===== src/rtl/axilite_pkg.sv =====
// Shared definitions for the AXI-Lite arbiter: response codes and arbiter state encoding.
package axilite_pkg;

  localparam logic [1:0] RESP_OKAY   = 2'b00;
  localparam logic [1:0] RESP_DECERR = 2'b11;

  typedef enum logic [2:0] {
    ST_IDLE,
    ST_WR,
    ST_WR_RESP,
    ST_RD_ADDR,
    ST_RD_DATA
  } arb_state_t;

endpackage


===== src/rtl/axilite_rr_pick.sv =====
// Round-robin picker: first requester at or after rr_ptr, wrapping modulo NUM_M.
// Ports: req (request vector), rr_ptr (search start), win_oh_c/win_idx_c (winner), win_vld_c (any request).
module axilite_rr_pick #(
  parameter int unsigned NUM_M = 2,
  parameter int unsigned IDXW  = $clog2(NUM_M)
) (
  input  logic [NUM_M-1:0] req,
  input  logic [IDXW-1:0]  rr_ptr,
  output logic [NUM_M-1:0] win_oh_c,
  output logic [IDXW-1:0]  win_idx_c,
  output logic             win_vld_c
);

  logic [IDXW-1:0] idx;

  // Scan from farthest to nearest so the nearest requester is written last and wins.
  always_comb begin
    win_oh_c  = '0;
    win_idx_c = '0;
    win_vld_c = |req;
    idx       = '0;
    for (int k = int'(NUM_M) - 1; k >= 0; k--) begin
      idx = IDXW'((32'(rr_ptr) + 32'(k)) % NUM_M);
      if (req[idx]) begin
        win_oh_c      = '0;
        win_oh_c[idx] = 1'b1;
        win_idx_c     = idx;
      end
    end
  end

endmodule


===== src/rtl/axilite_arb2.sv =====
// Round-robin arbiter sharing one single-outstanding AXI-Lite slave between NUM_M masters.
// One whole transaction (AW+W+B or AR+R) is granted at a time; the granted master's channels are
// forwarded, all others see valid/ready low. Responses/read data are broadcast to every slice.
// Ports: aclk/areset (sync, active high), s_axi_* per-master slices, m_axi_* shared slave side,
// grant_id (granted master), busy (transaction in flight).
module axilite_arb2
  import axilite_pkg::*;
#(
  parameter int unsigned NUM_M = 2,
  parameter int unsigned AW    = 32,
  parameter int unsigned DW    = 32
) (
  input  logic                      aclk,
  input  logic                      areset,
  input  logic [NUM_M-1:0]          s_axi_awvalid,
  output logic [NUM_M-1:0]          s_axi_awready,
  input  logic [NUM_M*AW-1:0]       s_axi_awaddr,
  input  logic [NUM_M-1:0]          s_axi_wvalid,
  output logic [NUM_M-1:0]          s_axi_wready,
  input  logic [NUM_M*DW-1:0]       s_axi_wdata,
  output logic [NUM_M-1:0]          s_axi_bvalid,
  input  logic [NUM_M-1:0]          s_axi_bready,
  output logic [NUM_M*2-1:0]        s_axi_bresp,
  input  logic [NUM_M-1:0]          s_axi_arvalid,
  output logic [NUM_M-1:0]          s_axi_arready,
  input  logic [NUM_M*AW-1:0]       s_axi_araddr,
  output logic [NUM_M-1:0]          s_axi_rvalid,
  input  logic [NUM_M-1:0]          s_axi_rready,
  output logic [NUM_M*DW-1:0]       s_axi_rdata,
  output logic [NUM_M*2-1:0]        s_axi_rresp,
  output logic                      m_axi_awvalid,
  input  logic                      m_axi_awready,
  output logic [AW-1:0]             m_axi_awaddr,
  output logic                      m_axi_wvalid,
  input  logic                      m_axi_wready,
  output logic [DW-1:0]             m_axi_wdata,
  input  logic                      m_axi_bvalid,
  output logic                      m_axi_bready,
  input  logic [1:0]                m_axi_bresp,
  output logic                      m_axi_arvalid,
  input  logic                      m_axi_arready,
  output logic [AW-1:0]             m_axi_araddr,
  input  logic                      m_axi_rvalid,
  output logic                      m_axi_rready,
  input  logic [DW-1:0]             m_axi_rdata,
  input  logic [1:0]                m_axi_rresp,
  output logic [$clog2(NUM_M)-1:0]  grant_id,
  output logic                      busy
);

  localparam int unsigned IDXW = $clog2(NUM_M);

  arb_state_t      state_q, state_d;
  logic [IDXW-1:0] grant_q, grant_d;
  logic [IDXW-1:0] rr_ptr_q, rr_ptr_d;
  logic            aw_done_q, aw_done_d;
  logic            w_done_q, w_done_d;

  logic [NUM_M-1:0] req, win_oh;
  logic [IDXW-1:0]  win_idx, nxt_ptr;
  logic             win_vld;

  logic            sel_awvalid, sel_wvalid, sel_bready, sel_arvalid, sel_rready;
  logic [AW-1:0]   sel_awaddr, sel_araddr;
  logic [DW-1:0]   sel_wdata;
  logic            aw_rdy, w_rdy, b_vld, ar_rdy, r_vld;
  logic [NUM_M-1:0] grant_oh;

  assign req = s_axi_awvalid | s_axi_arvalid;

  axilite_rr_pick #(.NUM_M(NUM_M), .IDXW(IDXW)) u_pick (
    .req       (req),
    .rr_ptr    (rr_ptr_q),
    .win_oh_c  (win_oh),
    .win_idx_c (win_idx),
    .win_vld_c (win_vld)
  );

  // Select the granted master's request-side signals.
  always_comb begin
    sel_awvalid = 1'b0;
    sel_awaddr  = '0;
    sel_wvalid  = 1'b0;
    sel_wdata   = '0;
    sel_bready  = 1'b0;
    sel_arvalid = 1'b0;
    sel_araddr  = '0;
    sel_rready  = 1'b0;
    for (int i = 0; i < int'(NUM_M); i++) begin
      if (grant_q == IDXW'(i)) begin
        sel_awvalid = s_axi_awvalid[i];
        sel_awaddr  = s_axi_awaddr[i*AW +: AW];
        sel_wvalid  = s_axi_wvalid[i];
        sel_wdata   = s_axi_wdata[i*DW +: DW];
        sel_bready  = s_axi_bready[i];
        sel_arvalid = s_axi_arvalid[i];
        sel_araddr  = s_axi_araddr[i*AW +: AW];
        sel_rready  = s_axi_rready[i];
      end
    end
  end

  assign nxt_ptr = (grant_q == IDXW'(NUM_M - 1)) ? '0 : grant_q + IDXW'(1);

  // Next-state and state-gated handshake forwarding.
  always_comb begin
    state_d       = state_q;
    grant_d       = grant_q;
    rr_ptr_d      = rr_ptr_q;
    aw_done_d     = aw_done_q;
    w_done_d      = w_done_q;
    m_axi_awvalid = 1'b0;
    m_axi_wvalid  = 1'b0;
    m_axi_bready  = 1'b0;
    m_axi_arvalid = 1'b0;
    m_axi_rready  = 1'b0;
    m_axi_awaddr  = sel_awaddr;
    m_axi_wdata   = sel_wdata;
    m_axi_araddr  = sel_araddr;
    aw_rdy        = 1'b0;
    w_rdy         = 1'b0;
    b_vld         = 1'b0;
    ar_rdy        = 1'b0;
    r_vld         = 1'b0;
    case (state_q)
      ST_IDLE: begin
        if (win_vld) begin
          grant_d = win_idx;
          // Within one master a pending write takes precedence over a read.
          state_d = (|(win_oh & s_axi_awvalid)) ? ST_WR : ST_RD_ADDR;
        end
      end
      ST_WR: begin
        m_axi_awvalid = sel_awvalid & ~aw_done_q;
        m_axi_wvalid  = sel_wvalid & ~w_done_q;
        aw_rdy        = m_axi_awready & ~aw_done_q;
        w_rdy         = m_axi_wready & ~w_done_q;
        aw_done_d     = aw_done_q | (m_axi_awvalid & m_axi_awready);
        w_done_d      = w_done_q | (m_axi_wvalid & m_axi_wready);
        if (aw_done_d && w_done_d) begin
          state_d   = ST_WR_RESP;
          aw_done_d = 1'b0;
          w_done_d  = 1'b0;
        end
      end
      ST_WR_RESP: begin
        b_vld        = m_axi_bvalid;
        m_axi_bready = sel_bready;
        if (m_axi_bvalid && sel_bready) begin
          state_d  = ST_IDLE;
          rr_ptr_d = nxt_ptr;
        end
      end
      ST_RD_ADDR: begin
        m_axi_arvalid = sel_arvalid;
        ar_rdy        = m_axi_arready;
        if (sel_arvalid && m_axi_arready) state_d = ST_RD_DATA;
      end
      ST_RD_DATA: begin
        r_vld        = m_axi_rvalid;
        m_axi_rready = sel_rready;
        if (m_axi_rvalid && sel_rready) begin
          state_d  = ST_IDLE;
          rr_ptr_d = nxt_ptr;
        end
      end
      default: state_d = ST_IDLE;
    endcase
  end

  always_ff @(posedge aclk) begin
    if (areset) begin
      state_q   <= ST_IDLE;
      grant_q   <= '0;
      rr_ptr_q  <= '0;
      aw_done_q <= 1'b0;
      w_done_q  <= 1'b0;
    end else begin
      state_q   <= state_d;
      grant_q   <= grant_d;
      rr_ptr_q  <= rr_ptr_d;
      aw_done_q <= aw_done_d;
      w_done_q  <= w_done_d;
    end
  end

  // Fan granted-master handshakes out to its slice only; responses go to every slice.
  assign grant_oh      = NUM_M'(1) << grant_q;
  assign s_axi_awready = {NUM_M{aw_rdy}} & grant_oh;
  assign s_axi_wready  = {NUM_M{w_rdy}} & grant_oh;
  assign s_axi_bvalid  = {NUM_M{b_vld}} & grant_oh;
  assign s_axi_arready = {NUM_M{ar_rdy}} & grant_oh;
  assign s_axi_rvalid  = {NUM_M{r_vld}} & grant_oh;
  assign s_axi_bresp   = {NUM_M{m_axi_bresp}};
  assign s_axi_rdata   = {NUM_M{m_axi_rdata}};
  assign s_axi_rresp   = {NUM_M{m_axi_rresp}};

  assign grant_id = grant_q;
  assign busy     = (state_q != ST_IDLE);

endmodule


===== config.mk =====
export PLATFORM = sky130hd
export DESIGN_NAME = axilite_arb2
export DESIGN_NICKNAME = d
export VERILOG_FILES = /design/src/rtl/axilite_pkg.sv /design/src/rtl/axilite_rr_pick.sv /design/src/rtl/axilite_arb2.sv
export SDC_FILE = /design/constraint.sdc
export NUM_CORES = 1
export LEC_CHECK = 0
export ABC_AREA = 1
export ABC_CLOCK_PERIOD_IN_PS = 3400
export CAP_MARGIN = 40
export CORE_AREA = 2 2 167 169
export CTS_BUF_LIST = sky130_fd_sc_hd__clkbuf_8
export CTS_CLUSTER_SIZE = 14
export DETAILED_ROUTE_END_ITERATION = 12
export DIE_AREA = 0 0 169 171
export GPL_TIMING_DRIVEN = 1
export PLACE_DENSITY_LB_ADDON = 0.3
export REMOVE_ABC_BUFFERS = 1
export SYNTH_ARGS = -nofsm -noshare
export SYNTH_HDL_FRONTEND = slang
export SYNTH_SLANG_ARGS = --single-unit

===== constraint.sdc =====
create_clock -name aclk -period 3.4 [get_ports aclk]
set_input_delay 0.85 -clock aclk [delete_from_list [all_inputs] [get_ports aclk]]
set_output_delay 0.85 -clock aclk [all_outputs]
set_load 0.01 [all_outputs]

Yosys cells after proc, flatten, opt, wreduce, memory -nomap -nowiden. Index checks and enable logic that the tools add are counted.

Add/sub/neg operators: 2. Magnitude comparators: 4. Eq/ne operators: 9. Shift operators: 1. Mux-type cells: 43. Bitwise operators: 17. Reduce and logical (&&, ||, !) cells: 14.

Operator list (number): 2-to-1 mux 32 bit (3); 2-to-1 mux 1 bit (28); 2-to-1 mux 3 bit (5); case mux 3 bit (5 select lines) (1); bitwise AND 2 bit (6); != test 2 bit, second input constant (4); bitwise AND 1 bit (6); == test 3 x 2 -> 1 bit, second input constant (2); logical AND 1 bit (6); 2-to-1 mux 2 bit (3); AND reduction 5 bit (1); less-than comparator 1 x 2 -> 1 bit, second input constant (2); OR reduction 2 bit (2); == test 3 x 1 -> 1 bit, second input constant (1); == test 3 bit, second input constant (1); zero test 3 bit (1); AND reduction 3 bit (1); nonzero test 3 bit (1); adder 1 bit, second input constant (2); demux 1 bit (select 1 bit) (2); greater-or-equal comparator 1 bit, second input constant (2); != test 2 x 1 -> 1 bit, second input constant (1); NOT 1 bit (2); bitwise OR 1 bit (2); other kinds (5) (5).

Flip-flop bits (word level): 7. Input bits: 245. Output and inout bits: 185. Logic and storage cells: 95.

Logic depth before layout (Yosys ltp). Gate-level depths: netlist of the first run.

Depth in word-level cells: 12. Gate-level depth with buffers: 11. Gate-level depth less buffers: 10.

Hierarchy. Synthesis of the first run repeated with hierarchy kept, for this count alone.

Cells, all modules: 506. Area total of the unflattened synthesis: 2416.1 um^2.

By module, submodules not included: axilite_arb2 (times used 1, cells an instance 499, area an instance 2383.5 um^2, seq. area each 140.1 um^2); axilite_rr_pick (times used 1, cells an instance 7, area an instance 32.5 um^2, seq. area each 0.0 um^2).

Worst setup path after synthesis of the first run. OpenSTA, ideal clock, no wires.

Kind: input-to-output. Start: input port m_axi_awready. End: output port s_axi_awready[0]. Arrival time: 1.287 ns. Required time: 2.550 ns. Path slack: 1.263 ns. Cell stages on the path: 2. Buffers on the path: 0. Cell sequence: inv_1 > nor4_1.

Longest elaborated chain between the ends: 3.

Ends and longest elaborated chain: from (decl) (RTL line axilite_arb2.sv:32) `input logic m_axi_awready,`; bitwise AND 1 bit (RTL line axilite_arb2.sv:136) `aw_rdy = m_axi_awready & ~aw_done_q;`; 2-to-1 mux 1 bit (RTL line axilite_arb2.sv:125) `case (state_q)`; bitwise AND 2 bit (RTL line axilite_arb2.sv:189) `assign s_axi_awready = {NUM_M{aw_rdy}} & grant_oh;`; to (decl) (RTL line axilite_arb2.sv:16) `output logic [NUM_M-1:0] s_axi_awready,`.

No other way between the ends.

Worst setup path after layout of the first run.
Start: input port s_axi_awvalid[0]. End: output port m_axi_awvalid.

Longest elaborated chain between the ends: 3.

Ends and longest elaborated chain: from (decl) (RTL line axilite_arb2.sv:15) `input logic [NUM_M-1:0] s_axi_awvalid,`; 2-to-1 mux 1 bit (RTL line axilite_arb2.sv:90) `if (grant_q == IDXW'(i)) begin`; bitwise AND 1 bit (RTL line axilite_arb2.sv:134) `m_axi_awvalid = sel_awvalid & ~aw_done_q;`; 2-to-1 mux 1 bit (RTL line axilite_arb2.sv:125); to (decl) (RTL line axilite_arb2.sv:31) `output logic m_axi_awvalid,`.

No other way between the ends.

==> results of run 1 <==
## placed cells by master, fill, tap and decap left out, drive strengths merged
| master | n |
|---|---|
| nand2 | 325 |
| clkdlybuf4s50 | 321 |
| inv | 28 |
| nor2 | 16 |
| nand3 | 10 |
| dfxtp | 7 |
| buf | 7 |
| nor3 | 6 |
| nor4 | 4 |
| a21oi | 4 |
| clkbuf | 3 |
| o21ai | 3 |
| a31oi | 2 |
| and3 | 1 |
| and2 | 1 |
| or2 | 1 |
| o21a | 1 |
## final cells by class
class,count,area (um2)
Timing Repair Buffer,328,3290
Fill cell,3118,21800
Inverter,27,104
Multi-Input combinational cell,374,1480
Clock inverter,1,3.75
Tap cell,346,433
Sequential cell,7,144
Clock buffer,3,41.3
## sequential cells by signal (all words and copies together) (netlist names)
signal     count
state_q        3
aw_done_q      1
rr_ptr_q       1
w_done_q       1
grant_id       1
## stage by stage
step	utilization [%]	cell area [um2]	hold slack (ns)	total power, mW	setup WS [ns]
after floorplan	-	1730	0.466	1.10	-1.00
final	20.1	5500	0.508	2.55	0.309
after global routing	20.1	5500	0.549	2.78	0.186
after detailed placement	20.0	5450	0.503	2.48	0.300
after CTS	20.1	5500	0.509	2.61	0.298
after global placement	20.0	5450	0.502	2.49	0.297
## worst max-delay path, cell delays in order
cell	delay, ns
clkdlybuf4s50_1	0.51
nand2_1	0.07
nand2_1	0.13
nand2_1	0.06
nor2_1	0.08
clkdlybuf4s50_1	0.55
## kinds of logic (layout without fill, tap and decap cells)
family / Yosys count / in the layout / synth area share, %
AO/OA/AOI/OAI: 10 / 10 / 2.31
buffers and inverters: 122 / 359 / 31.9
AND/OR/NAND/NOR: 364 / 364 / 59.9
flip-flops: 7 / 7 / 5.89
## power by group through the flow
stage | registers [mW] | clock network, mW | logic, mW
after floorplan | 0.221 | 0 | 0.880
after global placement | 0.138 | 0 | 2.35
after detailed placement | 0.138 | 0 | 2.34
after CTS | 0.137 | 0.118 | 2.35
after global routing | 0.141 | 0.122 | 2.52
final | 0.137 | 0.117 | 2.30
## per-layer routing
layer  routed length, um  global-route usage [%]  vias to the layer above
met3                2510                    7.10                       17
met1                6350                    10.8                     1599
li1                    -                       -                     1903
met2                6960                    15.3                      269
met5                 103                    3.30                        -
met4                 107                    1.04                        4
## path summary, 6_finish.rpt
path / end / slack (ns) / cells past startpoint
max reg2reg: state_q[1]$_SDFFE_PP0P_ / 1.53 / 9
max: m_axi_awvalid / 0.31 / 6
min: rr_ptr_q$_SDFFE_PP0P_ / 0.51 / 2
min reg2reg: rr_ptr_q$_SDFFE_PP0P_ / 0.51 / 2
==> key figures, run 1 <==
Run status
  – Outcome: complete, no violations

Detailed routing
  – DR DRC count: 0
  – Routed vias/inst: 3.49
  – WL final: between 15,000 and 20,000 um
  – DR iter-0 viols: 117
  – Via Count: between 3,000 and 4,000
  – Final antenna-violating net count: 0
  – WL/cell: 14.8 um
  – TritonRoute pass-1 iters: 4

GRT
  – Total global-route track usage: around a tenth
  – Vias in the first global route: 3,499
  – First-pass GRT wire length: roughly 21,000 um
  – Initial antenna violation count: 0
  – GRT overflow: 0
  – Largest net degree at the start of global routing: 110

Floorplanning
  – Height of the chip: between 150 and 200 um
  – Die area: roughly 29,000 um2
  – Die W: 169 um
  – Row count: 61
  – Core area: between 20,000 and 30,000 um2
  – Boundary pin count: 430
  – Effective utilization at floorplan: about 8.7%

Yosys
  – Number of synthesis warnings: 0
  – Post-synthesis sequential area ratio: around 6%
  – Post-synthesis register bit count: 7
  – Netlist cell types: 24
  – Mapped Cells: between 500 and 600
  – Synth top area cells: nand2_1 51%, buf_4 23%, dfxtp_1 5.9%
  – Avg Inst Size Synth: ~4.7 um2
  – Syn Std Cell Area: roughly 2400 um2
  – FFs w/ async S/R, synth: 0%
  – Number of synthesized flops with an enable pin: 0
  – Most frequent cell after synthesis: nand2_1
  – Top cells by count, synth: 325 x nand2_1, 72 x buf_4, 23 x inv_1
  – Synth top area share: 51.3%
  – Main synth FF type: dfxtp_1
  – Area leader, netlist: nand2_1

Place
  – Post-DP HPWL: 13,300 um
  – Port Buffer Count: 321
  – Gpl congestion: ~0.72
  – Placed Cells incl. Taps: 1,082

CTS
  – CTS Buf Count: 3
  – Cts hold-fix bufs: 0
  – Clk sinks: 7
  – Root buffer cell: clkbuf_8
  – Clk Latency, worst-skew pair: between 0.2 and 0.25 ns
  – Reg clk slew, reported paths: about 0.040 ns
  – Clock buffer depth: 2
  – PostCTS Resize Cnt: 0
  – Post-CTS setup buffer count: 0
  – CTS tree: built
  – H-Tree Depth: 1

Timing
  – Final period util: 90.9%
  – Max Freq: approximately 320 MHz
  – Final hold violations: 0
  – RSZ-0062 raised after global routing: false
  – Setup TNS: 0 ns
  – Final critical-path required period: about 3 ns
  – Slew Limit Fails: 0
  – Setup Viol. Count Final: 0
  – Slew HR: 53.0%
  – Worst Clk Skew: approximately 0.0012 ns
  – Worst Tran Pin Value: roughly 0.71 ns

Final layout
  – Layout cell share with drive strength beyond 1: ~2.7%
  – Finished Layout Cells: 1,086
  – ANT cells: 0
  – Syn-to-layout area delta: 131%
  – Layout Nets: just under 1,000

Worst setup path
  – Peak fanout along the critical path: 4
  – Crit path launch: s_axi_awvalid[0]
  – Crit path capture type: primary output
  – CP arrival: 2.24 ns
  – Worst R2R Start: grant_id$_SDFFE_PP0P_
  – Req. time, crit path: approximately 2.6 ns
  – Crit path kind: input pin to primary output
  – Crit path launch type: input pin

Power
  – Switching pwr: around 1.2 mW
  – Clock power frac: 4.6%
  – Peak supply drop: approximately 300 uV
  – Pint: between 1 and 1.5 mW
  – Logic pwr share: between 90% and 100%
  – Pleak: 2.50 nW
  – Seq pwr share: around 5.4%
  – Power Dens Cells: 464 nW/um2
  – Net Sw Frac: approximately 46%

Hold path
  – Hold_sp: rr_ptr_q$_SDFFE_PP0P_
  – HP Class: flop to flop

Flow run
  – Max-Cap Viols: 0
Note: power is estimated with default switching activity, not from simulation.
==> run 2, diff against run 1 <==
--- a/config.mk
+++ b/config.mk
@@ -8,14 +8,15 @@
 export ABC_AREA = 1
 export ABC_CLOCK_PERIOD_IN_PS = 3400
 export CAP_MARGIN = 40
-export CORE_AREA = 2 2 167 169
+export CORE_AREA = 2 2 168 170
 export CTS_BUF_LIST = sky130_fd_sc_hd__clkbuf_8
 export CTS_CLUSTER_SIZE = 14
 export DETAILED_ROUTE_END_ITERATION = 12
-export DIE_AREA = 0 0 169 171
+export DIE_AREA = 0 0 170 172
 export GPL_TIMING_DRIVEN = 1
 export PLACE_DENSITY_LB_ADDON = 0.3
 export REMOVE_ABC_BUFFERS = 1
 export SYNTH_ARGS = -nofsm -noshare
 export SYNTH_HDL_FRONTEND = slang
+export SYNTH_HIERARCHICAL = 1
 export SYNTH_SLANG_ARGS = --single-unit
==> run 2 against run 1 <==
Sequential power is 28% higher. Area after synthesis is 1.5% higher. Flip-flop and latch count stayed put. Fmax is 1.0% lower. Core utilization hardly changed. Highest routed layer unchanged.
==> key figures, run 2 <==
Run status
  – Outcome: complete, no violations

Yosys
  – Multiplexer area fraction after synthesis: 0% (unchanged)
  – Area share of and/or/nand/nor cells after synthesis: 60.1% (+0.19 points)
  – Post-synthesis register bit count: 7 (unchanged)
  – Synth top area share: 49.4% (-1.9 points)
  – Synth top area cells: nand2_1 49%, buf_4 24%, dfxtp_1 5.8%
  – Main synth FF type: dfxtp_1
  – Synth Area in Compound Gates: 2.38% (+0.069 points)
  – XOR/XNOR Fraction of Synth Area: 0% (unchanged)
  – Post-synthesis sequential area ratio: 5.80% (-0.088 points)
  – Most frequent cell after synthesis: nand2_1
  – Area leader, netlist: nand2_1
  – Mapped Cells: 506 (+0.60%)
  – Top cells by count, synth: 318 x nand2_1, 76 x buf_4, 23 x inv_1
  – Number of synthesized flops with an enable pin: 0 (unchanged)
  – Number of synthesis warnings: 6 (+6)
  – Syn Std Cell Area: 2420 um2 (+1.5%)
  – Avg Inst Size Synth: 4.77 um2 (+0.92%)
  – FFs w/ async S/R, synth: 0% (unchanged)
  – Adder-Cell Fraction of Synth Area: 0% (unchanged)
  – Main combinational cell family by area after synthesis: simple AND/OR/NAND/NOR gates
  – Netlist cell types: 23 (-4.2%)

GRT
  – Initial antenna violation count: 1 (+1)
  – Largest net degree at the start of global routing: 49 (-55%)
  – Vias in the first global route: 3,374 (-3.6%)
  – First-pass GRT wire length: 22,300 um (+5.2%)
  – Total global-route track usage: 10.4% (+0.63 points)
  – GRT overflow: 0 (unchanged)

Timing
  – Final period util: 91.9% (+0.96 points)
  – Setup Viol. Count Final: 0 (unchanged)
  – Final critical-path required period: 3.12 ns (+0.0327 ns)
  – Worst Tran Pin Value: 0.491 ns (-0.215 ns)
  – Worst hold slack: 0.514 ns (+0.00538 ns)
  – Slew HR: 67.3% (+14 points)
  – Final hold violations: 0 (unchanged)
  – Worst Clk Skew: 0.00304 ns (+0.00180 ns)
  – RSZ-0062 raised after global routing: false
  – Slew Limit Fails: 0 (unchanged)
  – Max Freq: 320 MHz (-1.0%)

CTS
  – Reg clk slew, reported paths: 0.05 ns (about the same)
  – Clk sinks: 7 (unchanged)
  – CTS Buf Count: 3 (unchanged)
  – H-Tree Depth: 1 (unchanged)
  – PostCTS Resize Cnt: 0 (unchanged)
  – Clk Latency, worst-skew pair: 0.23 ns (about the same)
  – Cts hold-fix bufs: 0 (unchanged)
  – Root buffer cell: clkbuf_8
  – CTS tree: built
  – Clock buffer depth: 2 (unchanged)
  – Post-CTS setup buffer count: 0 (unchanged)

Final layout
  – Layout cell share with drive strength beyond 1: 3.65% (+0.95 points)
  – Max reg flops: 3 (unchanged)
  – Storage element area: 144 um2 (unchanged)
  – Most frequent cells in the layout: 321 x clkdlybuf4s50_1, 318 x nand2_1, 23 x inv_1
  – Most common cell after layout, fill and taps aside: clkdlybuf4s50_1
  – Multi-input logic area: 1510 um2 (+1.9%)
  – Syn-to-layout area delta: 129%
  – Layout Nets: 986 (unchanged)
  – ANT cells: 0 (unchanged)
  – Fillers: 3,105 (-0.42%)
  – Register with the most flip-flops: state_q
  – Finished Layout Cells: 1,086 (unchanged)

Floorplanning
  – Boundary pin count: 430 (unchanged)
  – Row count: 61 (unchanged)
  – Die W: 170 um (+0.59%)
  – Core area: 27,500 um2 (+0.56%)
  – Height of the chip: 172 um (+0.58%)
  – Die area: 29,200 um2 (+1.2%)
  – Effective utilization at floorplan: 8.79% (+0.084 points)

Detailed routing
  – DR iter-0 viols: 132 (+13%)
  – DR DRC count: 0 (unchanged)
  – Routed vias/inst: 3.47 (-0.50%)
  – Top Metal Used: met5
  – TritonRoute pass-1 iters: 4 (unchanged)
  – Metal3 WL: 2660 um (+5.9%)
  – Final antenna-violating net count: 0 (unchanged)
  – M1 wire length: 6770 um (+6.6%)
  – WL/cell: 15.8 um (+6.9%)
  – Routed length on met2: 7550 um (+8.5%)
  – Via Count: 3,773 (-0.50%)
  – WL final: 17,100 um (+6.9%)

Power
  – Peak supply drop: 142 uV (-52%)
  – Power Dens Cells: 481 nW/um2 (+3.6%)
  – Tot Pwr: 2.66 mW (+4.3%)
  – Pleak: 2.51 nW (+0.16%)

Place
  – Post-DP HPWL: 14,600 um (+9.8%)
  – Placed Cells incl. Taps: 1,082 (unchanged)
  – Port Buffer Count: 321 (unchanged)
  – Gpl congestion: 0.724 (+0.12%)

Worst setup path
  – CP arrival: 2.27 ns (+0.03 ns)
  – Peak fanout along the critical path: 2 (-2)
  – Crit path capture type: primary output
  – Crit path kind: input pin to primary output
  – Crit path launch type: input pin
  – Req. time, crit path: 2.55 ns (about the same)

Hold path
  – HP Class: flop to flop

Flow run
  – Max-Cap Viols: 0 (unchanged)
==> run 2: cell count changes after synthesis, moves of 3 or more <==
cell      before  now
buf_2         16    7
nand2_2        0    3
clkbuf_1       6   10
nand4_1        0    4
buf_4         72   76
buf_1          0    3
nand2_1      325  318
==> run 2: final cells by class <==
type / count / area share (%)
Tap cell: 346 / 7.82
Timing Repair Buffer: 326 / 59.4
Clock inverter: 1 / 0.0905
Multi-Input combinational cell: 374 / 27.3
Sequential cell: 7 / 2.60
Clock buffer: 3 / 0.746
Inverter: 29 / 2.01
==> run 2: worst max-delay path: stages <==
cell	delay, ns
clkdlybuf4s50_1	0.46
inv_1	0.04
nand2_1	0.07
nand2_1	0.08
nor4_1	0.18
clkdlybuf4s50_1	0.60
==> run 2: metrics by stage <==
step           area, um2  setup TNS [ns]  util, %  setup WS (ns)
2_1_floorplan       1760          -71.24        -          -1.03
3_3_place_gp        5490               0     20.0          0.268
3_5_place_dp        5490               0     20.0          0.267
4_1_cts             5530               0     20.1          0.262
5_1_grt             5530               0     20.1          0.186
6_report            5530               0     20.1          0.277
==> run 2: path summary, 6_finish.rpt <==
check / startpoint / to / slack [ns] / cells after the start
worst min register to register: rr_ptr_q$_SDFFE_PP0P_ / rr_ptr_q$_SDFFE_PP0P_ / 0.51 / 2
worst max register to register: grant_id$_SDFFE_PP0P_ / state_q[0]$_SDFFE_PP0P_ / 1.77 / 9
worst max-delay path: s_axi_bready[0] / m_axi_bready / 0.28 / 6
worst min-delay path: rr_ptr_q$_SDFFE_PP0P_ / rr_ptr_q$_SDFFE_PP0P_ / 0.51 / 2
==> run 2: logic make-up (layout without fill, tap and decap cells) <==
group | count (synthesis) | in the layout
flops | 7 | 7
simple gates | 364 | 364
compound gates | 10 | 10
buf+inv | 125 | 359
==> run 2: metal layers <==
layer | GRT usage (%) | vias to the layer above
met4 | 0.595 | 4
met3 | 7.62 | 12
met2 | 16.0 | 254
met5 | 3.13 | -
met1 | 11.8 | 1593
li1 | - | 1910
==> run 2: where the power goes <==
| part | internal, mW | switching, mW |
|---|---|---|
| Sequential | 0.109 | 0.0659 |
| Combinational | 1.21 | 1.15 |
| Clock | 0.0798 | 0.0412 |
